--- config.mk ---
export PLATFORM = sky130hd
export DESIGN_NAME = entropy_collector
export DESIGN_NICKNAME = d
export VERILOG_FILES = /design/src/rtl/entropy_collector.sv
export SDC_FILE = /design/constraint.sdc
export NUM_CORES = 1
export LEC_CHECK = 0
export CORE_MARGIN = 1
export CORE_UTILIZATION = 35
export DETAILED_ROUTE_END_ITERATION = 8
export SYNTH_ARGS = -nofsm -noshare
export SYNTH_HDL_FRONTEND = slang
export SYNTH_SLANG_ARGS = --single-unit
--- constraint.sdc ---
create_clock -name clk -period 4.25 [get_ports clk]
set_input_delay 0.85 -clock clk [delete_from_list [all_inputs] [get_ports clk]]
set_output_delay 0.85 -clock clk [all_outputs]
set_load 0.005 [all_outputs]
--- src/rtl/entropy_collector.sv ---
// Purpose : pulls 32-bit words from an avalanche entropy source, runs a repetition-count
//           health test on each word and buffers passing words in a small FWFT FIFO.
// Latency : 2 cycles from source sample to out_valid; peak one word every 2 cycles.
// Backpressure: no source sample while the FIFO is full; a stuck source raises a sticky
//           rep_error, flushes the FIFO and halts collection until clear_error.
//
// Ports:
//   clk, reset_n            clock, asynchronous active-low reset
//   enable, src_enabled     collection enable / source reports itself enabled
//   src_data, src_valid     source word and its valid flag
//   src_ack                 registered one-cycle acknowledge back to the source
//   out_data, out_valid     FIFO head word (0 when empty) and FIFO-not-empty
//   out_ack                 consumer pops the head
//   clear_error             clears rep_error and the health-test history
//   rep_error               sticky repetition-test failure
//   fill_level              FIFO occupancy
//   word_ctr                number of words written to the FIFO (wraps)
module entropy_collector #(
    parameter int unsigned DEPTH     = 4,
    parameter int unsigned REP_LIMIT = 8
) (
    input  logic                     clk,
    input  logic                     reset_n,
    input  logic                     enable,
    input  logic                     src_enabled,
    input  logic [31:0]              src_data,
    input  logic                     src_valid,
    output logic                     src_ack,
    output logic [31:0]              out_data,
    output logic                     out_valid,
    input  logic                     out_ack,
    input  logic                     clear_error,
    output logic                     rep_error,
    output logic [$clog2(DEPTH):0]   fill_level,
    output logic [31:0]              word_ctr
);

    localparam int unsigned AW = $clog2(DEPTH);
    localparam int unsigned CW = $clog2(REP_LIMIT + 1);
    localparam logic [AW:0]   DEPTH_L = (AW + 1)'(DEPTH);
    localparam logic [CW-1:0] LIMIT_L = CW'(REP_LIMIT);

    typedef enum logic [1:0] {
        IDLE     = 2'd0,
        WAIT_SRC = 2'd1,
        CAPTURE  = 2'd2
    } state_t;

    state_t        state_q, state_d;
    logic [31:0]   cap_q, cap_d;
    logic [31:0]   last_q, last_d;
    logic          last_vld_q, last_vld_d;
    logic [CW-1:0] rep_cnt_q, rep_cnt_d;
    logic [CW-1:0] rep_cnt_nxt;
    logic          rep_error_q, rep_error_d;
    logic          src_ack_q, src_ack_d;
    logic [31:0]   word_ctr_q, word_ctr_d;

    logic [31:0]   mem_q [DEPTH];
    logic [AW-1:0] wr_ptr_q, rd_ptr_q;
    logic [AW:0]   count_q;
    logic          push, pop, flush;

    // Run length the captured word would have if accepted.
    assign rep_cnt_nxt = (last_vld_q && (cap_q == last_q)) ? rep_cnt_q + CW'(1) : CW'(1);

    always_comb begin
        state_d     = state_q;
        cap_d       = cap_q;
        last_d      = last_q;
        last_vld_d  = last_vld_q;
        rep_cnt_d   = rep_cnt_q;
        rep_error_d = rep_error_q;
        src_ack_d   = 1'b0;
        word_ctr_d  = word_ctr_q;
        push        = 1'b0;
        flush       = 1'b0;

        case (state_q)
            IDLE: begin
                if (enable && src_enabled && !rep_error_q) begin
                    state_d = WAIT_SRC;
                end
            end
            WAIT_SRC: begin
                if (!enable || !src_enabled) begin
                    state_d = IDLE;
                end else if (src_valid && (count_q < DEPTH_L)) begin
                    // Only one capture is ever in flight, so this full check is exact.
                    cap_d     = src_data;
                    src_ack_d = 1'b1;
                    state_d   = CAPTURE;
                end
            end
            CAPTURE: begin
                rep_cnt_d = rep_cnt_nxt;
                if (rep_cnt_nxt == LIMIT_L) begin
                    rep_error_d = 1'b1;
                    flush       = 1'b1;
                    state_d     = IDLE;
                end else begin
                    push       = 1'b1;
                    word_ctr_d = word_ctr_q + 32'd1;
                    last_d     = cap_q;
                    last_vld_d = 1'b1;
                    state_d    = enable ? WAIT_SRC : IDLE;
                end
            end
            default: state_d = IDLE;
        endcase

        // A failure detected this cycle takes precedence over a software clear.
        if (clear_error && !flush) begin
            rep_error_d = 1'b0;
            rep_cnt_d   = '0;
            last_vld_d  = 1'b0;
        end
    end

    always_ff @(posedge clk or negedge reset_n) begin
        if (!reset_n) begin
            state_q     <= IDLE;
            cap_q       <= '0;
            last_q      <= '0;
            last_vld_q  <= 1'b0;
            rep_cnt_q   <= '0;
            rep_error_q <= 1'b0;
            src_ack_q   <= 1'b0;
            word_ctr_q  <= '0;
        end else begin
            state_q     <= state_d;
            cap_q       <= cap_d;
            last_q      <= last_d;
            last_vld_q  <= last_vld_d;
            rep_cnt_q   <= rep_cnt_d;
            rep_error_q <= rep_error_d;
            src_ack_q   <= src_ack_d;
            word_ctr_q  <= word_ctr_d;
        end
    end

    // FIFO: pointers and occupancy; a flush discards everything including a same-cycle pop.
    assign pop = (count_q != '0) && out_ack;

    always_ff @(posedge clk or negedge reset_n) begin
        if (!reset_n) begin
            wr_ptr_q <= '0;
            rd_ptr_q <= '0;
            count_q  <= '0;
        end else if (flush) begin
            wr_ptr_q <= '0;
            rd_ptr_q <= '0;
            count_q  <= '0;
        end else begin
            if (push) begin
                wr_ptr_q <= wr_ptr_q + AW'(1);
            end
            if (pop) begin
                rd_ptr_q <= rd_ptr_q + AW'(1);
            end
            if (push && !pop) begin
                count_q <= count_q + (AW + 1)'(1);
            end else if (pop && !push) begin
                count_q <= count_q - (AW + 1)'(1);
            end
        end
    end

    // Storage needs no reset: occupancy gates everything that is visible.
    always_ff @(posedge clk) begin
        if (push) begin
            mem_q[wr_ptr_q] <= cap_q;
        end
    end

    assign out_valid  = (count_q != '0);
    assign out_data   = out_valid ? mem_q[rd_ptr_q] : 32'h0;
    assign fill_level = count_q;
    assign src_ack    = src_ack_q;
    assign rep_error  = rep_error_q;
    assign word_ctr   = word_ctr_q;

endmodule

==> results.ini, run 1 <==
[clocking]
clk_pin_slew_ps=60
post_cts_resized=0
ctsHoldBuffers=0
cts_sinks=240
h-tree-depth=1
cts_tree=built
ctsLongestPathBuffers=3
numCtsBuffers=25
root_buffer=clkbuf_16
clock_latency_ps=530
cts_setup_buffers=0

[run_status]
status=complete, no violations

[timing]
worst_slack_ps=696
rsz0062_at_grt=false
period_share_pct=83.6
hold_violations=0
setup_viol=0
slew_headroom_pct=44.3
max_freq_mhz=281
fin_setup_tns_ps=0
period_needed_ps=3550
hold_slack_ps=351
tightest_slew_ps=836
skew_ps=18.6
drv_slew=0

[job]
maxCapViolCount=0

[setup_path]
cpPeakStageDelay_ps=750
arrival_ps=2700
worstSetupEndpointType=output port
path_buf_inv=2
path_max_fanout=19
cpMaxStageDelayCell=dfrtp_2
path_class=flip-flop to output port
critical-path-top-delay-family=flip-flops
crit_chain=buf_12, mux4_2, and2_1, clkdlybuf4s50_1
cp.required_ps=3400
cp-start-kind=flip-flop

[route]
dr.pass1.iters=5
wirelength_mm=22.1
ant_nets=0
via_per_inst=4.80
drcViolationCount=0
vias=5774
drt_iter0_markers=333
wl_per_cell_um=18.4

[synthesis]
ys_types=46
ys.flop_type=edfxtp_1
syn-num-nets=736
synthArstFlopShare_pct=46.7
yosys_warnings=0
yosysSeqAreaShare_pct=66.3
syn_area_sq_um=10000
ys_ff_latch=240
syn_avg_cell_area_sq_um=14.5
syn_inst=690
synth_edf_count=128

[final_layout]
nets=853
fill_cells=2534
drive_gt1_share_pct=15.7
final_cells=1204
area_growth_pct=23.3
regArea_sq_um=6650
diodes=0
multi_input_area_sq_um=3180

[global_route]
grt_pass1_wl_mm=35.1
antenna_found_initial=0
grt_max_degree=66
grt_usage_pct=15.7
grt_pass1_vias=5966
grt.overflow.total=0

[floorplan]
design.die.area_sq_um=29300
core_sq_um=28000
io_pins=109
fp.dieH_um=171
initial_core_util_pct=35.8
rows=61
die_x_um=171

[place]
gp_congestion=0.761
io_buffers=108
place_inst=1158
dp_slack_ps=1170
dp_hpwl_mm=13.8

[worst_hold_path]
min_path_type=primary input to async pin

[power]
power.share.combinational_pct=25.5
pwr-share-seq_pct=45.5
p_leak_nw=4.81
intPower_mw=5.15
irDropWorstVdd_uv=298
clkPwrFrac_pct=29.0
switching_share_pct=28.2
p_sw_mw=2.02
powerDensity_nw_per_um2=580
finalPower_mw=7.17

==> per-layer routing <==
metal	track usage (%)	share of wire, %
met2	25.4	48
met3	2.85	4.3
met4	2.99	1.5
met1	22.2	47
met5	0	0
==> worst paths after layout <==
path	start	slack, ps	cells past startpoint	to
worst max-delay path	rd_ptr_q[0]	700	4	out_data[18]
worst min-delay path	reset_n	350	1	rep_error
worst max register to register	cap_q[22]	1190	8	mem_q[0][4]
worst min register to register	word_ctr[31]	470	1	word_ctr[31]
max in group asynchronous	reset_n	3090	2	rd_ptr_q[0]
min in group clk	word_ctr[31]	470	1	word_ctr[31]
==> Yosys cell counts, types with 3 or more instances <==
library cell	instances	area [sq um]
clkbuf_1	16	60.1
nor2_1	12	45.0
ha_1	6	75.1
nor3_1	9	45.0
mux2_2	28	315
xor2_1	22	193
nand2_1	111	417
buf_2	8	40.0
nor3_2	13	130
nand3_1	17	85.1
inv_1	13	48.8
dfrtp_1	112	2800
nand2b_1	3	18.8
mux4_2	32	721
o21ai_0	18	90.1
nand4_1	16	100
buf_4	3	22.5
or3_1	3	18.8
xnor2_1	41	359
and2_1	38	238
and3_1	4	25.0
buf_6	4	45.0
edfxtp_1	128	3840
a21oi_1	4	20.0
==> metrics by stage <==
| stage | util (%) | area [sq um] |
|---|---|---|
| 5_1_grt | 44.1 | 12400 |
| 3_3_place_gp | 41.4 | 11600 |
| 4_1_cts | 44.1 | 12400 |
| 3_5_place_dp | 41.4 | 11600 |
| 6_report | 44.1 | 12400 |
| 2_1_floorplan | - | 10000 |
==> kinds of logic (layout without fill, tap and decap cells) <==
| logic type | Yosys count | after routing | share of synthesized area, % |
|---|---|---|---|
| AO/OA/AOI/OAI | 36 | 36 | 2.17 |
| multiplexers | 60 | 60 | 10.3 |
| XOR/XNOR | 63 | 63 | 5.50 |
| AND/OR/NAND/NOR | 240 | 240 | 12.6 |
| flip-flops | 240 | 240 | 66.3 |
| adder cells (fa/ha/maj) | 7 | 7 | 0.949 |
| buffers and inverters | 44 | 180 | 2.16 |
==> sequential cells by signal, indices dropped and copies added, names as in the netlist <==
register / flops
mem_q: 128
state_q: 2
last_vld_q: 1
rd_ptr_q: 2
src_ack: 1
cap_q: 32
wr_ptr_q: 2
word_ctr: 32
rep_error: 1
last_q: 32
fill_level: 3
rep_cnt_q: 4
==> cell type report <==
| type | count | share of cell area (%) |
|---|---|---|
| multi-input cells | 406 | 25.7 |
| clock buffers | 34 | 5.50 |
| inverters | 13 | 0.395 |
| clock inverters | 12 | 0.759 |
| flip-flops and latches | 240 | 53.8 |
| well taps | 378 | 3.83 |
| repair buffers | 121 | 10.0 |
==> worst reg2reg max path: cells and delay by family, from the launching register on <==
kind	cells	cell delay (ps)
AOI/OAI and AO/OA	1	450
buffers and inverters	2	630
xor gates and xnor gates	1	250
and+or+nand+nor	4	930
DFF	1	480
==> cell usage in the layout, fill, tap and decap left out, drive strengths merged, types with 2 or more instances in the layout <==
master	netlist	layout
buf	15	14
nor4	2	2
a21oi	4	4
and3	5	5
o22ai	2	2
a21o	2	2
nand2	111	111
ha	6	6
xor2	22	22
and4	2	2
and2	38	38
clkinv	0	10
nor2	12	12
nor3	22	22
mux2	28	28
nand2b	3	3
or3	3	3
clkbuf	16	34
clkdlybuf4s50	0	107
xnor2	41	41
dfrtp	112	112
a31oi	2	2
nand4	16	16
inv	13	14
mux4	32	32
nand3	19	19
o21a	2	2
o21ai	19	19
nor3b	2	2
edfxtp	128	128
==> power by group through the flow <==
| stage | Clock, mW | Combinational [mW] | Sequential (mW) |
|---|---|---|---|
| CTS | 2.13 | 1.87 | 3.28 |
| global route | 2.23 | 2.00 | 3.33 |
| finish | 2.08 | 1.83 | 3.26 |
| global placement | 0 | 1.85 | 3.31 |
| detailed placement | 0 | 1.86 | 3.33 |
| floorplan | 0 | 1.12 | 3.12 |
(Power assumes the default switching activity.)
==> run 2, diff against run 1 <==
- clock period: 4.25 -> 3.69 ns (I/O delays scaled with it)
==> run 2 against run 1 <==
Net effect: sequential power up 13%; critical endpoint is now out_data[21]; largest power group unchanged; wire length shrank 0.55%; global-route usage hardly changed; hold slack got worse by 77 ps; cell count grew 0.50%; flip-flop and latch count unchanged; non-clock buffer count grew 4; setup slack worse by 170 ps; clock skew rose by 5.6 ps; via count is 0.50% higher; register-to-register slack worse by 380 ps.
==> results.ini, run 2 (synthesis gave the netlist of run 1 again) <==
[timing]
period_needed_ps=3160
worst_slack_ps=530  ; -166 ps
hold_violations=0  ; unchanged
fin_setup_tns_ps=0  ; unchanged
drv_slew=0  ; unchanged
hold_slack_ps=274  ; -77.3 ps
slew_headroom_pct=49.9  ; +5.6 points
setup_viol=0  ; unchanged
rsz0062_at_grt=false
tightest_slew_ps=752  ; -83.9 ps
skew_ps=24.3  ; +5.64 ps
period_share_pct=85.6
max_freq_mhz=316

[setup_path]
path_max_fanout=32  ; +13
path_class=flip-flop to output port
crit_chain=buf_12, mux4_2, and2_1, clkdlybuf4s50_1
cpPeakStageDelay_ps=560  ; -190 ps
path_buf_inv=2  ; unchanged
cpMaxStageDelayCell=mux4_2
cp-start-kind=flip-flop
worstSetupEndpointType=output port
critical-path-top-delay-family=buffers and inverters
cp.required_ps=2950  ; -450 ps
arrival_ps=2420  ; -280 ps

[route]
dr.pass1.iters=4  ; -1
wl_per_cell_um=18.2  ; -1.0%
wirelength_mm=22.0  ; -0.55%
drt_iter0_markers=373  ; +12%
via_per_inst=4.80  ; about the same
vias=5803  ; +0.50%
drcViolationCount=0  ; unchanged
ant_nets=0  ; unchanged

[floorplan]
io_pins=109  ; unchanged
initial_core_util_pct=35.8  ; unchanged
core_sq_um=28000  ; unchanged
fp.dieH_um=171  ; unchanged
rows=61  ; unchanged
design.die.area_sq_um=29300  ; unchanged
die_x_um=171  ; unchanged

[clocking]
post_cts_resized=0  ; unchanged
root_buffer=clkbuf_16
ctsHoldBuffers=0  ; unchanged
cts_setup_buffers=0  ; unchanged
ctsLongestPathBuffers=3  ; unchanged
numCtsBuffers=26  ; +4.0%
cts_sinks=240  ; unchanged
clk_pin_slew_ps=60  ; about the same
clock_latency_ps=530  ; about the same
h-tree-depth=1  ; unchanged
cts_tree=built

[final_layout]
drive_gt1_share_pct=16.6  ; +0.85 points
fill_cells=2549  ; +0.59%
largest_register=mem_q
final_common_cell=edfxtp_1
diodes=0  ; unchanged
final_cell_mix=128 x edfxtp_1, 111 x nand2_1, 111 x dfrtp_1
largest_reg_flops=128  ; unchanged
nets=858  ; +0.59%
area_growth_pct=24.4

[global_route]
grt_usage_pct=15.7  ; about the same
grt_pass1_vias=5843  ; -2.1%
grt.overflow.total=0  ; unchanged
antenna_found_initial=0  ; unchanged
grt_pass1_wl_mm=34.7  ; -1.0%
grt_max_degree=56  ; -15%

[place]
io_buffers=108  ; unchanged
gp_congestion=0.767  ; +0.68%
dp_hpwl_mm=13.4  ; -3.4%
dp_slack_ps=777  ; -389 ps

[power]
p_leak_nw=4.87  ; +1.2%
powerDensity_nw_per_um2=679  ; +17%
irDropWorstVdd_uv=352  ; +18%

[run_status]
status=complete, no violations

[worst_hold_path]
min_path_type=primary input to async pin

[job]
maxCapViolCount=0  ; unchanged

## run 2: final timing paths
| path | start | to | slack [ps] | cells after the start |
|---|---|---|---|---|
| worst min register to register | word_ctr[31] | word_ctr[31] | 470 | 1 |
| worst max-delay path | rd_ptr_q[0] | out_data[21] | 530 | 4 |
| worst max register to register | cap_q[16] | fill_level[2] | 810 | 11 |
| min in group clk | word_ctr[31] | word_ctr[31] | 470 | 1 |
| max in group asynchronous | reset_n | cap_q[16] | 2590 | 2 |
| worst min-delay path | reset_n | state_q[0] | 270 | 1 |
## run 2: layout make-up
| class | instances | area, sq um | share of cell area [%] |
|---|---|---|---|
| flip-flops and latches | 240 | 6650 | 53.3 |
| well taps | 378 | 473 | 3.79 |
| repair buffers | 125 | 1270 | 10.2 |
| multi-input cells | 406 | 3180 | 25.5 |
| clock buffers | 34 | 701 | 5.62 |
| clock inverters | 14 | 154 | 1.23 |
| inverters | 13 | 48.8 | 0.391 |
## run 2: metrics by stage
stage	area, sq um	instances	util, %	power (mW)
2_1_floorplan	10000	690	-	4.88
3_3_place_gp	11600	1162	41.5	5.96
3_5_place_dp	11600	1162	41.5	6.00
4_1_cts	12500	1210	44.5	8.62
5_1_grt	12500	1210	44.5	8.92
6_report	12500	1210	44.5	8.47
## run 2: report_power, final
part	total (mW)	switching, mW	internal [mW]
clock	2.59	1.04	1.55
sequential	3.69	0.408	3.28
combinational	2.20	0.895	1.30
## run 2: routing by layer
layer	vias up	wire length (um)	track usage [%]	share of wire (%)
met2	156	10200	24.7	47
met1	2885	9980	22.6	45
li1	2734	-	-	-
met4	0	391	3.49	1.8
met3	28	1360	2.72	6.2
met5	-	0	0	0
==> run 3, diff against run 2 <==
- ABC_AREA: unset -> 1
- MAX_ROUTING_LAYER: unset -> met4
==> run 3 against run 2 <==
Net effect: power increased by 17%; via count increased by 33%; global-route usage rose by 1.6 points; cell count rose by 34%; die area rose by 5.3%; sequential power rose by 9.5%; core utilization down 0.22 points; critical path depth up 1; first-iteration DRC count increased by 34%; combinational power is 26% higher.
==> results.ini, run 3 <==
[timing]
hold_violations=0  ; unchanged
drv_slew=0  ; unchanged
fin_setup_tns_ps=0  ; unchanged
max_freq_mhz=297  ; -6.3%
hold_slack_ps=220  ; -53.3 ps
period_share_pct=91.4  ; +5.7 points
skew_ps=15.9  ; -8.32 ps
slew_headroom_pct=54.3  ; +4.5 points
setup_viol=0  ; unchanged
rsz0062_at_grt=false
tightest_slew_ps=685  ; -67.2 ps
period_needed_ps=3370  ; +211 ps

[global_route]
grt.overflow.total=0  ; unchanged
grt_pass1_vias=7401  ; +27%
grt_pass1_wl_mm=40.5  ; +17%
grt_max_degree=65  ; +16%
grt_usage_pct=17.3  ; +1.6 points
antenna_found_initial=0  ; unchanged

[synthesis]
synth_area_leaders=edfxtp_1 36%, dfrtp_1 27%, nand2_1 8.9%
ys_ff_latch=240  ; unchanged
yosys_warnings=0  ; unchanged
ys.flop_type=edfxtp_1
syn-num-nets=1150  ; +56%
syn_inst=1104  ; +60%
synthDominantCellAreaShare_pct=36.4  ; -1.9 points
synth_top_cell_by_area=edfxtp_1
synthArstFlopShare_pct=46.7  ; unchanged
yosysSeqAreaShare_pct=62.9  ; -3.4 points
synth.most_common_cell=nand2_1
synth_edf_count=128  ; unchanged
syn_area_sq_um=10600  ; +5.3%
syn_avg_cell_area_sq_um=9.57  ; -34%
synthTopCellsByCount=249 x nand2_1, 187 x nor2_1, 142 x o21ai_0, 128 x edfxtp_1, 112 x dfrtp_1
ys_types=33  ; -28%

[route]
drt_iter0_markers=499  ; +34%
dr.pass1.iters=4  ; unchanged
vias=7713  ; +33%
via_per_inst=4.75  ; -0.97%
drcViolationCount=0  ; unchanged
ant_nets=0  ; unchanged
wl_per_cell_um=15.7  ; -14%
wirelength_mm=25.5  ; +16%

[place]
dp_hpwl_mm=16.7  ; +25%
gp_congestion=0.855  ; +12%
io_buffers=108  ; unchanged
place_inst=1574  ; +35%

[final_layout]
largest_register=mem_q
final_cell_mix=249 x nand2_1, 182 x nor2_1, 142 x o21ai_0
final_cells=1624  ; +34%
diodes=0  ; unchanged
area_growth_pct=24.3  ; about the same
fill_cells=2853  ; +12%
final_common_cell=nand2_1
nets=1259  ; +47%
final_core_util_pct=44.3  ; -0.22 points
drive_gt1_share_pct=6.65  ; -9.9 points
largest_reg_flops=128  ; unchanged

[clocking]
ctsHoldBuffers=0  ; unchanged
clk_pin_slew_ps=60  ; about the same
post_cts_resized=0  ; unchanged
h-tree-depth=1  ; unchanged
cts_tree=built
cts_sinks=240  ; unchanged
ctsLongestPathBuffers=3  ; unchanged
clock_latency_ps=550  ; +20 ps
cts_setup_buffers=0  ; unchanged
root_buffer=clkbuf_16
numCtsBuffers=27  ; +3.8%

[setup_path]
r2r_slack_ps=860  ; +50 ps
arrival_ps=2630  ; +210 ps
cp.required_ps=2950  ; about the same
path_class=flip-flop to output port
cp-start-kind=flip-flop
cpPeakStageDelay_ps=570  ; about the same
cpMaxStageDelayCell=clkdlybuf4s50_1
path_max_fanout=42  ; +31%
worstSetupEndpointType=output port
crit_chain=inv_1, buf_4, o21ai_0, a21oi_1, clkdlybuf4s50_1

[job]
maxCapViolCount=0  ; unchanged

[floorplan]
design.die.area_sq_um=30900  ; +5.3%
initial_core_util_pct=35.6  ; -0.16 points
die_x_um=176  ; +2.6%
fp.dieH_um=176  ; +2.6%
rows=63  ; +3.3%
io_pins=109  ; unchanged
core_sq_um=29600  ; +5.8%

[power]
finalPower_mw=9.87  ; +17%
irDropWorstVdd_uv=378  ; +7.2%
powerDensity_nw_per_um2=752  ; +11%
p_leak_nw=5.25  ; +7.8%

[run_status]
status=complete, no violations

[worst_hold_path]
min_path_type=primary input to async pin

==> run 3: cell count changes in the layout (fill, tap and decap cells not counted), moves of 7 or more <==
cell,before,now
nand2_1,111,249
and2_1,38,0
o21ai_0,18,142
nor3_1,9,18
a21oi_1,4,37
nor3_2,12,1
nor2_1,12,182
xnor2_1,41,17
mux2_2,28,0
nand4_1,16,9
inv_1,13,91
mux4_2,32,0
==> run 3: worst paths after layout <==
| path | startpoint | end | cells past startpoint |
|---|---|---|---|
| worst max-delay path | rd_ptr_q[0] | out_data[18] | 5 |
| worst min-delay path | reset_n | last_q[19] | 1 |
| worst max register to register | cap_q[21] | last_q[4] | 12 |
| worst min register to register | last_q[3] | last_q[3] | 2 |
| max in group asynchronous | reset_n | rd_ptr_q[0] | 2 |
| min in group clk | last_q[3] | last_q[3] | 2 |
==> run 3: kinds of logic (layout without fill, tap and decap cells) <==
| family | Yosys count | after routing | share of synthesized area, % |
|---|---|---|---|
| DFF | 240 | 240 | 62.9 |
| AOI/OAI and AO/OA | 181 | 181 | 8.59 |
| xor gates and xnor gates | 42 | 42 | 3.48 |
| buffers and inverters | 138 | 268 | 5.19 |
| adders and majority gates | 7 | 7 | 0.900 |
| and+or+nand+nor | 496 | 496 | 18.9 |
==> run 3: through the flow <==
| step | setup slack (ps) | area, sq um |
|---|---|---|
| 2_1_floorplan | 497 | 10600 |
| 3_3_place_gp | 825 | 12100 |
| 3_5_place_dp | 825 | 12100 |
| 4_1_cts | 256 | 13100 |
| 5_1_grt | 83.4 | 13100 |
| 6_report | 319 | 13100 |
==> run 3: layout make-up <==
class,count,area [sq um],share of cell area [%]
Inverter,95,357,2.72
Multi-Input combinational cell,726,3390,25.8
Clock inverter,18,318,2.42
Timing Repair Buffer,123,1220,9.26
Sequential cell,240,6650,50.6
Clock buffer,32,714,5.44
Tap cell,390,488,3.72
==> run 3: where the power goes <==
part / total [mW] / switching (mW) / internal, mW
logic: 2.78 / 1.50 / 1.28
clock network: 3.05 / 1.10 / 1.95
registers: 4.04 / 0.591 / 3.45
total: 9.87 / 3.19 / 6.68
==> run 3: layer usage <==
layer	vias up	track usage, %	share of wire, %
li1	3834	-	-
met1	3692	24.2	48
met2	154	26.4	46
met3	33	2.79	4.7
met4	0	3.55	1.3
met5	-	-	0
==> run 3: worst max-delay path: cells and delay by family, from the launching register on <==
| kind | cells | cell delay, ps |
|---|---|---|
| buffers and inverters | 3 | 1070 |
| flip-flops | 1 | 560 |
| AO/OA/AOI/OAI | 2 | 450 |
